`config.mk`:
```
export PLATFORM = sky130hd
export DESIGN_NAME = sdram_burst_fifo_ctrl
export DESIGN_NICKNAME = d
export VERILOG_FILES = /design/src/rtl/sdram_pkg.sv /design/src/rtl/sdram_fifo_skid.sv /design/src/rtl/sdram_burst_fifo_ctrl.sv
export SDC_FILE = /design/constraint.sdc
export NUM_CORES = 1
export LEC_CHECK = 0
export CAP_MARGIN = 30
export CORE_MARGIN = 2
export CORE_UTILIZATION = 30
export CTS_CLUSTER_DIAMETER = 80
export DETAILED_ROUTE_END_ITERATION = 10
export GPL_TIMING_DRIVEN = 1
export PLACE_DENSITY_LB_ADDON = 0.08
export SYNTH_ARGS = -nofsm -noshare
export SYNTH_HDL_FRONTEND = slang
export SYNTH_SLANG_ARGS = --single-unit
export TNS_END_PERCENT = 10
```
`constraint.sdc`:
```
create_clock -name clock -period 7.2 [get_ports clock]
set_input_delay 1.44 -clock clock [delete_from_list [all_inputs] [get_ports clock]]
set_output_delay 1.44 -clock clock [all_outputs]
set_load 0.1 [all_outputs]
```
`src/rtl/sdram_pkg.sv`:
```
// Shared definitions for the SDRAM read-return burst FIFO controller.
package sdram_pkg;

  typedef enum logic [1:0] {
    ST_IDLE = 2'd0,
    ST_REQ  = 2'd1,
    ST_FILL = 2'd2
  } fill_st_e;

  localparam int BURST_DEF = 4;

endpackage

```
`src/rtl/sdram_fifo_skid.sv`:
```
// Two-entry output skid buffer: absorbs RAM read data that is already in
// flight when the consumer stalls.
module sdram_fifo_skid #(
  parameter int WIDTH = 32
) (
  input  logic             clock,
  input  logic             reset_n,
  input  logic             i_clear,
  input  logic             i_load,
  input  logic [WIDTH-1:0] i_din,
  input  logic             i_pop,
  output logic [WIDTH-1:0] o_dout,
  output logic [1:0]       o_occ
);

  logic [WIDTH-1:0] r_head;
  logic [WIDTH-1:0] r_tail;
  logic [1:0]       r_occ;
  logic             w_pop;

  assign w_pop  = i_pop && (r_occ != 2'd0);
  assign o_dout = r_head;
  assign o_occ  = r_occ;

  always_ff @(posedge clock or negedge reset_n) begin
    if (!reset_n) begin
      r_head <= '0;
      r_tail <= '0;
      r_occ  <= 2'd0;
    end else if (i_clear) begin
      r_occ <= 2'd0;
    end else begin
      case ({i_load, w_pop})
        2'b10: begin
          if (r_occ == 2'd0) r_head <= i_din;
          else               r_tail <= i_din;
          r_occ <= r_occ + 2'd1;
        end
        2'b01: begin
          r_head <= r_tail;
          r_occ  <= r_occ - 2'd1;
        end
        2'b11: begin
          // occupancy unchanged; the new word lands behind whatever remains
          if (r_occ == 2'd1) begin
            r_head <= i_din;
          end else begin
            r_head <= r_tail;
            r_tail <= i_din;
          end
        end
        default: ;
      endcase
    end
  end

endmodule

```
`src/rtl/sdram_burst_fifo_ctrl.sv`:
```
// Burst FIFO controller: requests SDRAM bursts only when a whole burst fits,
// writes returned words via RAM port A, streams them out via port B + skid.
module sdram_burst_fifo_ctrl
  import sdram_pkg::*;
#(
  parameter int DEPTH = 8,
  parameter int WIDTH = 32,
  parameter int BURST = BURST_DEF
) (
  input  logic             clock,
  input  logic             reset_n,
  input  logic             flush,
  output logic             fill_req,
  input  logic             fill_ack,
  input  logic             fill_valid,
  input  logic [WIDTH-1:0] fill_data,
  output logic             rd_valid,
  input  logic             rd_ready,
  output logic [WIDTH-1:0] rd_data,
  output logic [DEPTH:0]   level,
  output logic             ram_wren_a,
  output logic [DEPTH-1:0] ram_address_a,
  output logic [WIDTH-1:0] ram_data_a,
  output logic             ram_wren_b,
  output logic [DEPTH-1:0] ram_address_b,
  input  logic [WIDTH-1:0] ram_q_b
);

  localparam int              CNT_W = $clog2(BURST) + 1;
  localparam logic [CNT_W-1:0] LAST = CNT_W'(BURST - 1);
  localparam logic [DEPTH+1:0] CAP  = (DEPTH+2)'(1 << DEPTH);
  localparam logic [DEPTH+1:0] BLEN = (DEPTH+2)'(BURST);

  fill_st_e         r_state;
  logic             r_fill_req;
  logic [CNT_W-1:0] r_cnt;
  logic             r_discard;
  logic [DEPTH:0]   r_wptr;
  logic [DEPTH:0]   r_rptr;
  logic             r_inflight;
  logic [DEPTH:0]   r_level;

  logic [DEPTH:0]   w_owed;
  logic [DEPTH:0]   w_resv;
  logic [DEPTH:0]   w_used;
  logic             w_room;
  logic             w_beat;
  logic             w_wr;
  logic             w_rd;
  logic             w_pop;
  logic [1:0]       w_occ;

  // Words still owed by an undiscarded burst count against free space.
  always_comb begin
    w_owed = '0;
    if (!r_discard) begin
      case (r_state)
        ST_REQ:  w_owed = (DEPTH+1)'(BURST);
        ST_FILL: w_owed = (DEPTH+1)'(BURST) - (DEPTH+1)'(r_cnt);
        default: w_owed = '0;
      endcase
    end
  end

  assign w_resv = r_wptr + w_owed;
  assign w_used = w_resv - r_rptr;
  assign w_room = ({1'b0, w_used} + BLEN) <= CAP;

  // A data beat can coincide with the ack that opens the burst.
  assign w_beat = fill_valid &&
                  ((r_state == ST_FILL) || ((r_state == ST_REQ) && fill_ack));
  assign w_wr   = w_beat && !(r_discard || flush);

  assign w_pop    = rd_valid && rd_ready;
  assign rd_valid = (w_occ != 2'd0);
  // Reads stay ahead of the consumer without ever overrunning the skid.
  assign w_rd = !flush && (r_rptr != r_wptr) &&
                (({1'b0, w_occ} + {2'b00, r_inflight}) < (3'd2 + {2'b00, w_pop}));

  assign fill_req      = r_fill_req;
  assign level         = r_level;
  assign ram_wren_a    = w_wr;
  assign ram_address_a = r_wptr[DEPTH-1:0];
  assign ram_data_a    = fill_data;
  assign ram_wren_b    = 1'b0;
  assign ram_address_b = r_rptr[DEPTH-1:0];

  always_ff @(posedge clock or negedge reset_n) begin
    if (!reset_n) begin
      r_state    <= ST_IDLE;
      r_fill_req <= 1'b0;
      r_cnt      <= '0;
      r_discard  <= 1'b0;
    end else begin
      case (r_state)
        ST_IDLE: begin
          if (!flush && w_room) begin
            r_state    <= ST_REQ;
            r_fill_req <= 1'b1;
          end
        end
        ST_REQ: begin
          if (flush) r_discard <= 1'b1;
          if (fill_ack) begin
            r_fill_req <= 1'b0;
            if (fill_valid && (BURST == 1)) begin
              r_state   <= ST_IDLE;
              r_cnt     <= '0;
              r_discard <= 1'b0;
            end else begin
              r_state <= ST_FILL;
              r_cnt   <= fill_valid ? CNT_W'(1) : '0;
            end
          end
        end
        ST_FILL: begin
          if (flush) r_discard <= 1'b1;
          if (fill_valid) begin
            if (r_cnt == LAST) begin
              r_state   <= ST_IDLE;
              r_cnt     <= '0;
              r_discard <= 1'b0;
            end else begin
              r_cnt <= r_cnt + CNT_W'(1);
            end
          end
        end
        default: begin
          r_state    <= ST_IDLE;
          r_fill_req <= 1'b0;
        end
      endcase
    end
  end

  always_ff @(posedge clock or negedge reset_n) begin
    if (!reset_n) begin
      r_wptr     <= '0;
      r_rptr     <= '0;
      r_inflight <= 1'b0;
      r_level    <= '0;
    end else if (flush) begin
      r_wptr     <= '0;
      r_rptr     <= '0;
      r_inflight <= 1'b0;
      r_level    <= '0;
    end else begin
      if (w_wr) r_wptr <= r_wptr + (DEPTH+1)'(1);
      if (w_rd) r_rptr <= r_rptr + (DEPTH+1)'(1);
      r_inflight <= w_rd;
      r_level    <= r_level + (DEPTH+1)'(w_wr) - (DEPTH+1)'(w_pop);
    end
  end

  sdram_fifo_skid #(
    .WIDTH (WIDTH)
  ) u_skid (
    .clock   (clock),
    .reset_n (reset_n),
    .i_clear (flush),
    .i_load  (r_inflight),
    .i_din   (ram_q_b),
    .i_pop   (w_pop),
    .o_dout  (rd_data),
    .o_occ   (w_occ)
  );

endmodule

```
==> out/summary.txt <==
sequential element share of the synthesized area = 41.96%
CP Launch Type = input pin
total number of vias = 4125
Worst Setup SP = flush
die area = 21230 µm²
Fmax = 214.1 MHz
clock-pin slew on the worst setup and hold paths = 0.08 ns
Vias/cell = 4.594
clock buffer depth = 2
Hold Path Class = reg2reg
max_cap viols = 0
Ant. Diodes = 0
Initial Util = 30.75%
die span in y = 145.7 µm
Ys Warns = 0
Final Skew = 0.007074 ns
count leader, synth = dfrtp_1
HPWL Detailed = 9.714 mm
first-pass GRT wire length = 22.78 mm
headroom to the max-slew limit = 31.60%
area grow syn2layout = 20.15%
Core Box Area = 19590 µm²
maximum number of pins on one net before global-route repair = 65
Syn Nets = 698
router iterations before antenna repair = 4
Num CTS Buffers = 9
H-tree Lvls = 3
flop2flop setup slack = 3.09 ns
Setup CP Type = in2reg
post-CTS sizing = 0
max-slew violations = 0
vias in the first global route = 4333
layout cells sized above 1 = 12.01%
EDFF count, synth = 0
Cells after Synth = 582
P_leak = 3.377 nW
post-route minimum period = 4.670 ns
Die Width = 145.7 µm
final hold vios = 0
I/O pin total = 163
status = complete, no violations
hold buffers post-CTS = 0
R2R depth = 15
CTS tree = done
clk root buf = clkbuf_16
drt drc = 0
Tcrit/Tclk final = 64.86%
syn avg cell area = 10.35 µm²
top cells by count, synth = 101 x dfrtp_1, 62 x nor2_1, 51 x buf_4
pwr dens = 459.9 nW/µm²
register area = 2527 µm²
GPL Wtd Cong = 0.7778
Worst setup EP type = flop
CP arrival = 4.90 ns
share of the synthesized area in the top cell type = 41.96%
FFs w/ async S/R, synth = 100.0%
reg2reg start = r_state[0]
Reg-to-Reg End = r_state[1]
Filler Cell Count = 1968
dpl ws = 2.108 ns
initial antenna violation count = 0
Setup Fix Bufs, Post-CTS = 0
FF+latch count, synth = 101
unrepaired setup endpoints after global routing = false
total track usage = 13.27%
Final Setup Violations = 0
Synth Flop Type = dfrtp_1
CTS sink cnt = 101
Rows = 51
total grt overflow = 0
Port Buffers = 97
Max rail drop VDD = 0.0002624 V
post-route setup slack = 2.530 ns
Post-Route WL = 13.73 mm
Max FO, Critical Path = 35
Avg WL per Cell = 15.29 µm
NumNets Final = 744
CP endpoint = level[8]
distinct cell type count of the synthesized netlist = 59
Mapped Area = 6023 µm²
worst-skew pair later-pin latency = 0.35 ns
dominant cells by area after synthesis = dfrtp_1 42%, ha_1 7.7%, buf_4 6.4%
cell taking the most area after synthesis = dfrtp_1
setup TNS = 0 ns
Tightest Pin Transition = 1.023 ns
remaining antenna violation count = 0
Multi-input gate area = 2868 µm²
DRT iter0 DRCs = 206
Worst Path Required = 7.43 ns
-- sequential cells by signal, indices dropped and copies added, names as in the netlist --
register,flops
u_skid.o_dout,32
u_skid.r_tail,32
level,9
r_rptr,9
r_wptr,9
r_cnt,3
r_state,2
u_skid.o_occ,2
fill_req,1
r_discard,1
r_inflight,1
-- stage by stage --
stage / cells / utilization (%) / cell area (µm²) / hold slack, ns / total power (W)
2_1_floorplan: 582 / - / 6023 / 0.4632 / 0.002483
3_3_place_gp: 881 / 35.31 / 6918 / 0.4860 / 0.002835
3_5_place_dp: 882 / 35.42 / 6938 / 0.4921 / 0.002850
4_1_cts: 898 / 36.94 / 7237 / 0.5065 / 0.003381
5_1_grt: 898 / 36.94 / 7237 / 0.5171 / 0.003539
6_report: 898 / 36.94 / 7237 / 0.5001 / 0.003329
-- cell families (layout without fill, tap and decap cells) --
kind of cell,Yosys count,count (layout),share of synthesized area [%]
adder cells (fa/ha/maj),46,46,10.68
multiplexers,67,67,11.82
buffers and inverters,118,169,10.59
AND/OR/NAND/NOR,136,136,12.11
flip-flops,101,101,41.96
XOR/XNOR,25,25,3.635
AO/OA/AOI/OAI,88,88,9.140
other,1,1,0.06226
-- worst max-delay path: stages --
cell	delay, ns
clkdlybuf4s50_1	0.39
buf_4	0.26
nor4_4	0.56
inv_2	0.15
ha_1	0.31
inv_1	0.04
ha_1	0.20
fa_1	0.41
a21o_1	0.17
a21oi_1	0.18
nor2b_1	0.08
o21a_1	0.19
o41ai_1	0.31
xnor2_1	0.16
nor2_1	0.05
-- cells in the final DEF (no fill, tap or decap), types with 3 or more instances in the layout --
| master | n |
|---|---|
| dfrtp_1 | 101 |
| clkdlybuf4s50_1 | 95 |
| nor2_1 | 61 |
| inv_1 | 49 |
| a21oi_1 | 47 |
| ha_1 | 37 |
| mux2i_1 | 34 |
| mux2_2 | 33 |
| nand2_1 | 17 |
| xnor2_1 | 16 |
| o21ai_0 | 10 |
| xor2_1 | 9 |
| nor2b_1 | 9 |
| nand3_1 | 9 |
| fa_1 | 9 |
| clkbuf_16 | 9 |
| buf_4 | 7 |
| nand2b_1 | 6 |
| nand4_1 | 6 |
| o31ai_1 | 5 |
| nor4_4 | 3 |
| a21o_1 | 3 |
| nor3_1 | 3 |
| inv_6 | 3 |
-- routing by layer --
metal | track usage [%] | vias up | part of all wire (%)
met1 | 16.39 | 1998 | 45
met4 | 4.069 | 0 | 1.7
met5 | 0 | - | 0
met2 | 22.38 | 88 | 48
li1 | - | 2010 | -
met3 | 3.918 | 29 | 4.9
-- worst min-delay path by stage --
stage | depth (start not counted) | endpoint | slack [ns] | from
final | 1 | r_wptr[8] | 0.50 | r_wptr[8]
after global routing | 1 | u_skid.r_tail[28] | 0.52 | u_skid.r_tail[28]
after CTS | 1 | r_wptr[8] | 0.51 | r_wptr[8]
after detailed placement | 1 | u_skid.r_tail[19] | 0.49 | u_skid.r_tail[19]
after global placement | 1 | u_skid.r_tail[19] | 0.49 | u_skid.r_tail[19]
after floorplan | 1 | r_wptr[8] | 0.46 | r_wptr[8]
-- final cells by class --
cell class                 instances  area share (%)
timing repair buffer             103           14.14
clock buffer                       9           3.112
sequential                       101           34.92
inverter                          50           2.593
multi-input combinational        363           39.63
clock inverter                     7           1.020
tap                              265           4.582
-- power breakdown --
part	total (W)	switching, W	internal [W]	leakage (nW)
Sequential	0.000908	0.000131	0.000776	1.27
Clock	0.000501	0.000252	0.000249	0.148
Combinational	0.00192	0.00134	0.000582	1.96
Note: power is estimated with default switching activity, not from simulation.
